[config.mk]
export PLATFORM = sky130hd
export DESIGN_NAME = mem_data_axi_bridge_flat
export DESIGN_NICKNAME = d
export VERILOG_FILES = /design/src/rtl/mem_data_axi_bridge_if.sv /design/src/rtl/mem_data_axi_bridge.sv /design/src/flat_wrapper.sv
export SDC_FILE = /design/constraint.sdc
export NUM_CORES = 1
export LEC_CHECK = 0
export ABC_AREA = 0
export CORE_MARGIN = 2
export CORE_UTILIZATION = 36
export DETAILED_ROUTE_END_ITERATION = 6
export HOLD_SLACK_MARGIN = 0.06
export PLACE_DENSITY = 0.81
export SLEW_MARGIN = 40
export SYNTH_ARGS = -nofsm -noshare
export SYNTH_HDL_FRONTEND = slang
export SYNTH_SLANG_ARGS = --single-unit
[constraint.sdc]
create_clock -name clk -period 1.7 [get_ports clk]
set_input_delay 0.255 -clock clk [delete_from_list [all_inputs] [get_ports clk]]
set_output_delay 0.255 -clock clk [all_outputs]
set_load 0.01 [all_outputs]
[src/rtl/mem_data_axi_bridge_if.sv]
// AXI4 channel bundle between the data-side bridge (master) and its memory slave.
// All five channels carry single-beat transfers only; widths are fixed at 32-bit data/address.
interface mem_data_axi_bridge_if;
  // read address channel
  logic [3:0]  arid;
  logic [31:0] araddr;
  logic [7:0]  arlen;
  logic [2:0]  arsize;
  logic [1:0]  arburst;
  logic        arvalid;
  logic        arready;
  // read data channel
  logic [3:0]  rid;
  logic [31:0] rdata;
  logic [1:0]  rresp;
  logic        rlast;
  logic        rvalid;
  logic        rready;
  // write address channel
  logic [3:0]  awid;
  logic [31:0] awaddr;
  logic [7:0]  awlen;
  logic [2:0]  awsize;
  logic [1:0]  awburst;
  logic        awvalid;
  logic        awready;
  // write data channel
  logic [31:0] wdata;
  logic [3:0]  wstrb;
  logic        wlast;
  logic        wvalid;
  logic        wready;
  // write response channel
  logic [3:0]  bid;
  logic [1:0]  bresp;
  logic        bvalid;
  logic        bready;

  modport master (
    output arid, araddr, arlen, arsize, arburst, arvalid,
    input  arready,
    input  rid, rdata, rresp, rlast, rvalid,
    output rready,
    output awid, awaddr, awlen, awsize, awburst, awvalid,
    input  awready,
    output wdata, wstrb, wlast, wvalid,
    input  wready,
    input  bid, bresp, bvalid,
    output bready
  );

  modport slave (
    input  arid, araddr, arlen, arsize, arburst, arvalid,
    output arready,
    output rid, rdata, rresp, rlast, rvalid,
    input  rready,
    input  awid, awaddr, awlen, awsize, awburst, awvalid,
    output awready,
    input  wdata, wstrb, wlast, wvalid,
    output wready,
    output bid, bresp, bvalid,
    input  bready
  );
endinterface

[src/rtl/mem_data_axi_bridge.sv]
// Data-side bridge: turns each EX data_sram request into one single-beat AXI4 read or write,
// stalling the pipeline until it completes and pulsing rdata_valid when load data returns.
module mem_data_axi_bridge #(
  parameter logic [3:0] AXI_ID = 4'b0001,
  parameter int         DATA_W = 32
) (
  input  logic              clk,
  input  logic              rst,
  input  logic              data_sram_en,
  input  logic [3:0]        data_sram_wen,
  input  logic [DATA_W-1:0] data_sram_addr,
  input  logic [DATA_W-1:0] data_sram_wdata,
  output logic [DATA_W-1:0] data_sram_rdata,
  output logic              rdata_valid,
  output logic              stallreq_for_mem,
  output logic [2:0]        dbg_state,
  mem_data_axi_bridge_if.master axi
);

  // Handshake rule on every channel: a transfer happens on a rising clk edge where
  // valid and ready are both 1; once valid rises it holds, payload stable, until that edge.

  typedef enum logic [2:0] {
    IDLE    = 3'd0,
    RD_AR   = 3'd1,
    RD_R    = 3'd2,
    WR_AW_W = 3'd3,
    WR_B    = 3'd4,
    DONE    = 3'd5
  } state_t;

  state_t            state;
  logic [DATA_W-1:0] addr_q;
  logic [DATA_W-1:0] wdata_q;
  logic [3:0]        wen_q;
  logic [DATA_W-1:0] rdata_q;
  logic              rdata_valid_q;
  logic              arvalid_q;
  logic              rready_q;
  logic              awvalid_q;
  logic              wvalid_q;
  logic              bready_q;
  logic              aw_done;
  logic              w_done;

  logic aw_hs;
  logic w_hs;
  logic aw_ok;
  logic w_ok;

  assign aw_hs = awvalid_q & axi.awready;
  assign w_hs  = wvalid_q & axi.wready;
  assign aw_ok = aw_done | aw_hs;
  assign w_ok  = w_done | w_hs;

  always_ff @(posedge clk) begin
    if (rst) begin
      state         <= IDLE;
      addr_q        <= '0;
      wdata_q       <= '0;
      wen_q         <= '0;
      rdata_q       <= '0;
      rdata_valid_q <= 1'b0;
      arvalid_q     <= 1'b0;
      rready_q      <= 1'b0;
      awvalid_q     <= 1'b0;
      wvalid_q      <= 1'b0;
      bready_q      <= 1'b0;
      aw_done       <= 1'b0;
      w_done        <= 1'b0;
    end else begin
      case (state)
        IDLE: begin
          if (data_sram_en) begin
            addr_q  <= data_sram_addr;
            wen_q   <= data_sram_wen;
            wdata_q <= data_sram_wdata;
            if (data_sram_wen == 4'b0000) begin
              state     <= RD_AR;
              arvalid_q <= 1'b1;
            end else begin
              state     <= WR_AW_W;
              awvalid_q <= 1'b1;
              wvalid_q  <= 1'b1;
              aw_done   <= 1'b0;
              w_done    <= 1'b0;
            end
          end
        end
        RD_AR: begin
          if (axi.arready) begin
            arvalid_q <= 1'b0;
            rready_q  <= 1'b1;
            state     <= RD_R;
          end
        end
        RD_R: begin
          if (axi.rvalid) begin
            rready_q      <= 1'b0;
            rdata_q       <= axi.rdata;
            rdata_valid_q <= 1'b1;
            state         <= DONE;
          end
        end
        WR_AW_W: begin
          // Address and data channels retire independently; move on once both have.
          if (aw_hs) begin
            awvalid_q <= 1'b0;
            aw_done   <= 1'b1;
          end
          if (w_hs) begin
            wvalid_q <= 1'b0;
            w_done   <= 1'b1;
          end
          if (aw_ok && w_ok) begin
            bready_q <= 1'b1;
            state    <= WR_B;
          end
        end
        WR_B: begin
          if (axi.bvalid) begin
            bready_q <= 1'b0;
            state    <= DONE;
          end
        end
        DONE: begin
          // EX still shows the finished request here, so data_sram_en is deliberately ignored.
          rdata_valid_q <= 1'b0;
          state         <= IDLE;
        end
        default: begin
          state <= IDLE;
        end
      endcase
    end
  end

  // The requesting IDLE cycle must already stall, hence the combinational term.
  always_comb begin
    stallreq_for_mem = 1'b0;
    case (state)
      IDLE:                           stallreq_for_mem = data_sram_en;
      RD_AR, RD_R, WR_AW_W, WR_B:     stallreq_for_mem = 1'b1;
      default:                        stallreq_for_mem = 1'b0;
    endcase
  end

  assign data_sram_rdata = rdata_q;
  assign rdata_valid     = rdata_valid_q;
  assign dbg_state       = state;

  assign axi.arid    = AXI_ID;
  assign axi.araddr  = {addr_q[31:2], 2'b00};
  assign axi.arlen   = 8'd0;
  assign axi.arsize  = 3'b010;
  assign axi.arburst = 2'b01;
  assign axi.arvalid = arvalid_q;
  assign axi.rready  = rready_q;

  assign axi.awid    = AXI_ID;
  assign axi.awaddr  = {addr_q[31:2], 2'b00};
  assign axi.awlen   = 8'd0;
  assign axi.awsize  = 3'b010;
  assign axi.awburst = 2'b01;
  assign axi.awvalid = awvalid_q;
  assign axi.wdata   = wdata_q;
  assign axi.wstrb   = wen_q;
  assign axi.wlast   = 1'b1;
  assign axi.wvalid  = wvalid_q;
  assign axi.bready  = bready_q;

  // Response IDs, status and rlast carry nothing this bridge acts on.
  logic unused_resp;
  assign unused_resp = ^{axi.rid, axi.rresp, axi.rlast, axi.bid, axi.bresp};

endmodule
[src/flat_wrapper.sv]
// flat-port wrapper written by rule: the top's interface ports become plain ports
module mem_data_axi_bridge_flat 
#(
  parameter logic [3:0] AXI_ID = 4'b0001,
  parameter int         DATA_W = 32
)
  (clk, rst, data_sram_en, data_sram_wen, data_sram_addr, data_sram_wdata, data_sram_rdata, rdata_valid, stallreq_for_mem, dbg_state, axi_arid, axi_araddr, axi_arlen, axi_arsize, axi_arburst, axi_arvalid, axi_arready, axi_rid, axi_rdata, axi_rresp, axi_rlast, axi_rvalid, axi_rready, axi_awid, axi_awaddr, axi_awlen, axi_awsize, axi_awburst, axi_awvalid, axi_awready, axi_wdata, axi_wstrb, axi_wlast, axi_wvalid, axi_wready, axi_bid, axi_bresp, axi_bvalid, axi_bready);
  mem_data_axi_bridge_if axi_i ();
  input  logic clk;
  input  logic rst;
  input  logic data_sram_en;
  input  logic [3:0] data_sram_wen;
  input  logic [DATA_W-1:0] data_sram_addr;
  input  logic [DATA_W-1:0] data_sram_wdata;
  output logic [DATA_W-1:0] data_sram_rdata;
  output logic rdata_valid;
  output logic stallreq_for_mem;
  output logic [2:0] dbg_state;
  output wire logic [$bits(axi_i.arid)-1:0] axi_arid;
  output wire logic [$bits(axi_i.araddr)-1:0] axi_araddr;
  output wire logic [$bits(axi_i.arlen)-1:0] axi_arlen;
  output wire logic [$bits(axi_i.arsize)-1:0] axi_arsize;
  output wire logic [$bits(axi_i.arburst)-1:0] axi_arburst;
  output wire logic [$bits(axi_i.arvalid)-1:0] axi_arvalid;
  input wire logic [$bits(axi_i.arready)-1:0] axi_arready;
  input wire logic [$bits(axi_i.rid)-1:0] axi_rid;
  input wire logic [$bits(axi_i.rdata)-1:0] axi_rdata;
  input wire logic [$bits(axi_i.rresp)-1:0] axi_rresp;
  input wire logic [$bits(axi_i.rlast)-1:0] axi_rlast;
  input wire logic [$bits(axi_i.rvalid)-1:0] axi_rvalid;
  output wire logic [$bits(axi_i.rready)-1:0] axi_rready;
  output wire logic [$bits(axi_i.awid)-1:0] axi_awid;
  output wire logic [$bits(axi_i.awaddr)-1:0] axi_awaddr;
  output wire logic [$bits(axi_i.awlen)-1:0] axi_awlen;
  output wire logic [$bits(axi_i.awsize)-1:0] axi_awsize;
  output wire logic [$bits(axi_i.awburst)-1:0] axi_awburst;
  output wire logic [$bits(axi_i.awvalid)-1:0] axi_awvalid;
  input wire logic [$bits(axi_i.awready)-1:0] axi_awready;
  output wire logic [$bits(axi_i.wdata)-1:0] axi_wdata;
  output wire logic [$bits(axi_i.wstrb)-1:0] axi_wstrb;
  output wire logic [$bits(axi_i.wlast)-1:0] axi_wlast;
  output wire logic [$bits(axi_i.wvalid)-1:0] axi_wvalid;
  input wire logic [$bits(axi_i.wready)-1:0] axi_wready;
  input wire logic [$bits(axi_i.bid)-1:0] axi_bid;
  input wire logic [$bits(axi_i.bresp)-1:0] axi_bresp;
  input wire logic [$bits(axi_i.bvalid)-1:0] axi_bvalid;
  output wire logic [$bits(axi_i.bready)-1:0] axi_bready;
  assign axi_arid = axi_i.arid;
  assign axi_araddr = axi_i.araddr;
  assign axi_arlen = axi_i.arlen;
  assign axi_arsize = axi_i.arsize;
  assign axi_arburst = axi_i.arburst;
  assign axi_arvalid = axi_i.arvalid;
  assign axi_i.arready = axi_arready;
  assign axi_i.rid = axi_rid;
  assign axi_i.rdata = axi_rdata;
  assign axi_i.rresp = axi_rresp;
  assign axi_i.rlast = axi_rlast;
  assign axi_i.rvalid = axi_rvalid;
  assign axi_rready = axi_i.rready;
  assign axi_awid = axi_i.awid;
  assign axi_awaddr = axi_i.awaddr;
  assign axi_awlen = axi_i.awlen;
  assign axi_awsize = axi_i.awsize;
  assign axi_awburst = axi_i.awburst;
  assign axi_awvalid = axi_i.awvalid;
  assign axi_i.awready = axi_awready;
  assign axi_wdata = axi_i.wdata;
  assign axi_wstrb = axi_i.wstrb;
  assign axi_wlast = axi_i.wlast;
  assign axi_wvalid = axi_i.wvalid;
  assign axi_i.wready = axi_wready;
  assign axi_i.bid = axi_bid;
  assign axi_i.bresp = axi_bresp;
  assign axi_i.bvalid = axi_bvalid;
  assign axi_bready = axi_i.bready;
  mem_data_axi_bridge #(.AXI_ID(AXI_ID), .DATA_W(DATA_W)) u_core (.clk(clk), .rst(rst), .data_sram_en(data_sram_en), .data_sram_wen(data_sram_wen), .data_sram_addr(data_sram_addr), .data_sram_wdata(data_sram_wdata), .data_sram_rdata(data_sram_rdata), .rdata_valid(rdata_valid), .stallreq_for_mem(stallreq_for_mem), .dbg_state(dbg_state), .axi(axi_i));
endmodule
==> results of run 1 <==
-- registers in the layout, indices dropped and copies added, names as in the netlist --
name and count:
u_core.axi.rready 1, u_core.axi.bready 1, u_core.rdata_valid 1, u_core.axi.arvalid 1, u_core.axi.wstrb 4, u_core.addr_q 30
u_core.data_sram_rdata 32, u_core.axi.wdata 32, u_core.aw_done 1, u_core.dbg_state 3, u_core.axi.awvalid 1, u_core.axi.wvalid 1
u_core.w_done 1
-- per-stage QoR --
| step | instances | TNS, ns | util | setup slack (ns) |
|---|---|---|---|---|
| 2_1_floorplan | 604 | 0 | - | 0.378 |
| 6_report | 946 | 0 | 0.585 | 0.0976 |
| 3_3_place_gp | 930 | -0.961 | 0.560 | -0.185 |
| 5_1_grt | 946 | 0 | 0.585 | 0.0365 |
| 4_1_cts | 946 | 0 | 0.586 | 0.00384 |
| 3_5_place_dp | 930 | -1.89 | 0.560 | -0.187 |
-- power by group through the flow --
stage               Combinational, mW  Clock [mW]  Sequential [mW]
floorplan                       0.951           0             3.11
global placement                 1.99           0             3.00
detailed placement               2.01           0             3.01
CTS                              2.01        2.22             2.95
global route                     2.17        2.32             2.98
finish                           1.99        2.17             2.95
-- cell usage after synthesis --
cell	count	area (um^2)
inv_1	1	3.75
o21bai_1	1	7.51
buf_1	1	3.75
nand3_1	3	15.0
buf_2	11	55.1
nor4_1	1	6.26
and2_1	1	6.26
conb_1	2	7.51
a31oi_1	5	31.3
or3_1	1	6.26
nor2b_4	1	13.8
a21oi_1	108	541
a211oi_1	1	7.51
nor3_4	1	16.3
inv_2	1	3.75
buf_6	5	56.3
nand2_1	206	773
buf_4	74	556
nor3_1	4	20.0
clkbuf_1	14	52.6
and3b_1	1	8.76
a311oi_2	1	15.0
or4_1	1	7.51
dfxtp_1	109	2180
a211o_1	1	8.76
mux2i_1	1	10.0
a311oi_1	1	8.76
o21ai_0	2	10.0
mux2_2	1	11.3
nor2_1	7	26.3
-- how the worst max path moves through the flow --
stage                        to  slack (ns)  cells past startpoint
2_1_floorplan  stallreq_for_mem        0.38                      3
3_3_place_gp   stallreq_for_mem       -0.18                      4
3_5_place_dp   stallreq_for_mem       -0.19                      4
4_1_cts        stallreq_for_mem       0.004                      3
5_1_grt            dbg_state[2]        0.04                      1
6_report           dbg_state[2]         0.1                      1
-- per-layer routing --
metal  GRT usage  up-vias  part of all wire
met2       0.312      148              0.51
met1       0.206     1936              0.40
met4      0.0618        0             0.014
li1            -     2131                 -
met5           0        -                 0
met3      0.0581       15             0.081
-- timing repair --
| action | 4_1_cts | 5_1_grt |
|---|---|---|
| resized for setup | 4 | 1 |
| setup endpoints to repair | 3 | 1 |
| setup buffers | 0 | 0 |
| hold buffers | 0 | 0 |
-- final cells by class --
class | count | share of cell area
Clock inverter | 5 | 0.00833
Multi-Input combinational cell | 388 | 0.241
Inverter | 2 | 0.00106
Timing Repair Buffer | 263 | 0.375
Clock buffer | 11 | 0.0358
Sequential cell | 109 | 0.309
Tap cell | 168 | 0.0298
-- cell families (layout without fill, tap and decap cells) --
family | after synthesis | after routing | share of synthesized area
AO/OA/AOI/OAI | 120 | 120 | 0.141
AND/OR/NAND/NOR | 227 | 227 | 0.201
other | 2 | 39 | 0.00168
flip-flops | 109 | 109 | 0.488
buffers and inverters | 107 | 281 | 0.163
multiplexers | 2 | 2 | 0.00476
==> metrics.txt, run 1 <==
status completed; FILL cells 1121; pwr dens between 1000 and 1500 mW/mm^2; Max stage delay cell, worst path clkdlybuf4s50_1; post-synthesis cell area 0.00447 mm^2; Hold Vio Cnt, Final 0; DRT antenna net count 0; FMAX roughly 0.62 GHz; gr usage total 0.179; crit path cell chain clkdlybuf4s50_1; # diodes 0; Worst R2R Path Depth 6; CTS clk-pin slew, worst paths 0.07 ns; first drt pass iteration count 4; Int Pwr a little over 5 mW; global-route wire length before repair around 19000 um; Min Clock Period, post-route between 1.5 and 2 ns; origin of the worst setup path u_core.dbg_state[2]$_SDFFE_PP0P_; worst-skew pair later-pin latency 0.35 ns; Initial Util 0.371; Worst Path Buf+Inv 1; Final GP Congestion ~0.77; leak pwr 2.60 nW; gr ovfl total 0; Via density 4.47; required time of the critical path 1.44 ns; Seq pwr share 0.415; core area approximately 0.012 mm^2; hold_sp rst; Total Nets Final 894; CP Launch Type flop; IO buf count 243; Worst Hold Margin between 0.3 and 0.4 ns; maximum vdd drop slightly above 0.0008 V; Syn Inst Count 567; multi-input logic area roughly 0.0017 mm^2; Seq/Total Area, Yosys 0.488; Longest Clk Path Bufs 2; #FFs+latches synth 109; R2R setup slack 0.23 ns; root buffer cell clkbuf_16; CTS tree done; initial antenna violation count 0; initial DRC count 239; worst clock skew 0.00490 ns; Switching Share 0.286; CTS buffer count 9; DR vias ~4200; Worst EP arrival 1.35 ns; die height about 120 um; Syn Area/Cell 7.88 um^2; crit-path max cell delay 0.58 ns; die width 115 um; Finish-stage setup viols 0; vias in the first global route 3761; Sink Count between 100 and 150; WHS Path Cells 2; critical path type flop to primary output; Final Slew Violations 0; crit end category primary output; Clock Power Share 0.305; Crit path max-delay family buffers and inverters; Netlist cell types 30; total die area 0.0133 mm^2; placed instance area 0.00676 mm^2; row count 40; DRC errors left 0; Hold Path End u_core.axi.wdata[27]$_SDFFE_PP0P_; DRT Wirelength 12400 um; unrepaired setup endpoints after global routing no; worst reg2reg path endpoint u_core.addr_q[8]$_SDFFE_PP0P_; Gate power share 0.280; final worst-path cycle share 0.943; FF-to-FF Start u_core.dbg_state[2]$_SDFFE_PP0P_; H-tree depth 3; most frequent cells in the layout clkdlybuf4s50_1, nand2_1, dfxtp_1; maxcap violations 0; pin count of the biggest net entering global routing 49; reported net switching power approximately 2.0 mW; finished layout cell area 0.00706 mm^2; Top Ports slightly below 300; YS warnings 0; HP Class input port to flop; worst-path maximum fanout 6; most common cell after layout, fill and taps aside clkdlybuf4s50_1; flip-flop and latch area 0.00218 mm^2; Total Power 7.10 mW; wire per inst 13.1 um; fraction of layout cells with a size suffix above 1 0.0578; hpwl dp approximately 9200 um; Area growth, synth to finish 57.9%
Power figures use the tool's default switching activity.
==> run 2: changes to the inputs <==
CORE_AREA = 2 2 115 117   (was unset)
CORE_MARGIN = unset   (was 2)
CORE_UTILIZATION = unset   (was 36)
DIE_AREA = 0 0 117 119   (was unset)
PLACE_DENSITY = unset   (was 0.81)
PLACE_DENSITY_LB_ADDON = 0.2   (was unset)
==> metrics.txt, run 2 (synthesized netlist as in run 1, its figures left out) <==
Final Slew Violations 0; initial DRC count around 110; Sink Count 109; DRC errors left 0; pin count of the biggest net entering global routing 43; CP Launch Type flop; Worst EP arrival around 1.3 ns; crit end category primary output; unrepaired setup endpoints after global routing no; CTS tree done; FF-to-FF Start u_core.dbg_state[0]$_SDFFE_PP0P_; core area 0.0129 mm^2; Min Clock Period, post-route between 1.5 and 2 ns; Longest Clk Path Bufs 2; first drt pass iteration count 4; R2R setup slack 0.19 ns; leak pwr 2.59 nW; required time of the critical path 1.44 ns; vias in the first global route 3958; Hold Vio Cnt, Final 0; final worst-path cycle share 0.927; HP Class input port to flop; finished layout cell area 0.00705 mm^2; Gate power share 0.291; fraction of layout cells with a size suffix above 1 0.0553; CTS clk-pin slew, worst paths 0.07 ns; worst-skew pair later-pin latency ~0.35 ns; reported net switching power 1.98 mW; FMAX 0.635 GHz; worst-path maximum fanout 2; DRT antenna net count 0; total die area 0.0139 mm^2; hold_sp rst; row count 42; maxcap violations 0; IO buf count 243; Finish-stage setup viols 0; most common cell after layout, fill and taps aside clkdlybuf4s50_1; die width between 100 and 150 um; Switching Share 0.288; Hold Path End u_core.axi.wstrb[3]$_SDFFE_PP0P_; pwr dens 979 mW/mm^2; Area growth, synth to finish 57.7%; maximum vdd drop just under 0.0005 V; initial antenna violation count 0; Via density 4.41; H-tree depth 3; status completed; most frequent cells in the layout clkdlybuf4s50_1, nand2_1, a21oi_1, dfxtp_1, conb_1; die height 119 um; Initial Util 0.347; Final GP Congestion roughly 0.76; Int Pwr roughly 5 mW; Clock Power Share 0.282; wire per inst 13.0 um; # diodes 0; Total Nets Final 894; CTS buffer count 9; worst clock skew 0.00868 ns; placed instance area 0.00678 mm^2; worst reg2reg path endpoint u_core.addr_q[11]$_SDFFE_PP0P_; Top Ports 298; hpwl dp 9420 um; WHS Path Cells 2; root buffer cell clkbuf_16; gr ovfl total 0; global-route wire length before repair 19000 um; number of setup buffers added after CTS 0; gr usage total 0.172; Worst R2R Path Depth 6; DRT Wirelength 12400 um; critical path type flop to primary output; DR vias roughly 4200; Total Power 6.90 mW; Seq pwr share 0.427
run 2: cell types whose count changed in the layout (fill, tap and decap cells not counted), sizes merged:
cell / delta
clkinvlp: -1
dlygate4sd2: +2
clkdlybuf4s50: -1
bufinv: -1
clkbuf: +1
run 2: worst max-delay path by stage:
stage	startpoint	end	slack, ns	depth (start not counted)
4_1_cts	u_core.dbg_state[0]$_SDFFE_PP0P_	stallreq_for_mem	0.06	3
5_1_grt	u_core.dbg_state[0]$_SDFFE_PP0P_	u_core.addr_q[24]$_SDFFE_PP0P_	0.04	6
6_report	u_core.dbg_state[0]$_SDFFE_PP0P_	stallreq_for_mem	0.12	3
2_1_floorplan	u_core.dbg_state[0]$_SDFFE_PP0P_	stallreq_for_mem	0.38	3
3_3_place_gp	data_sram_en	stallreq_for_mem	-0.07	4
3_5_place_dp	data_sram_en	u_core.addr_q[11]$_SDFFE_PP0P_	-0.11	7
run 2: routing by layer:
metal | vias to the layer above | part of all wire | track usage
met3 | 12 | 0.085 | 0.0565
met2 | 163 | 0.51 | 0.306
li1 | 2129 | - | -
met1 | 1902 | 0.39 | 0.190
met5 | - | 0 | 0
met4 | 0 | 0.013 | 0.0588
run 2: critical path, cell delays in order, from the launching register on:
cell	delay (ns)
dfxtp_1	0.33
nor2_2	0.16
mux2i_1	0.19
dlygate4sd2_1	0.30
run 2: layout make-up:
class                   instances  area (um^2)
flip-flops and latches        109         2180
repair buffers                263         2660
fillers                      1242         5830
well taps                     176          220
clock inverters                 3         21.3
inverters                       2         7.51
multi-input cells             388         1700
clock buffers                  13          250
run 2: repair_timing:
| action | 4_1_cts | 5_1_grt |
|---|---|---|
| setup endpoints to repair | 4 | 1 |
| hold buffers | 0 | 0 |
| resized for setup | 5 | 1 |
| hold endpoints to repair | 0 | 0 |
run 2: stage by stage:
stage	hold slack (ns)	setup TNS, ns	worst slack, ns	utilization	instances
floorplan	0.371	0	0.378	-	604
global placement	0.442	-0.839	-0.0697	0.526	938
detailed placement	0.446	-1.76	-0.111	0.526	938
CTS	0.331	0	0.0638	0.547	954
global route	0.350	0	0.0372	0.547	954
finish	0.331	0	0.125	0.547	954
run 2: power groups by stage:
| stage | Sequential, mW | Combinational (mW) | Clock [mW] |
|---|---|---|---|
| after global placement | 2.99 | 2.02 | 0 |
| after floorplan | 3.11 | 0.951 | 0 |
| after global routing | 2.98 | 2.19 | 2.11 |
| after CTS | 2.95 | 2.03 | 2.01 |
| after detailed placement | 3.01 | 2.04 | 0 |
| final | 2.95 | 2.01 | 1.94 |
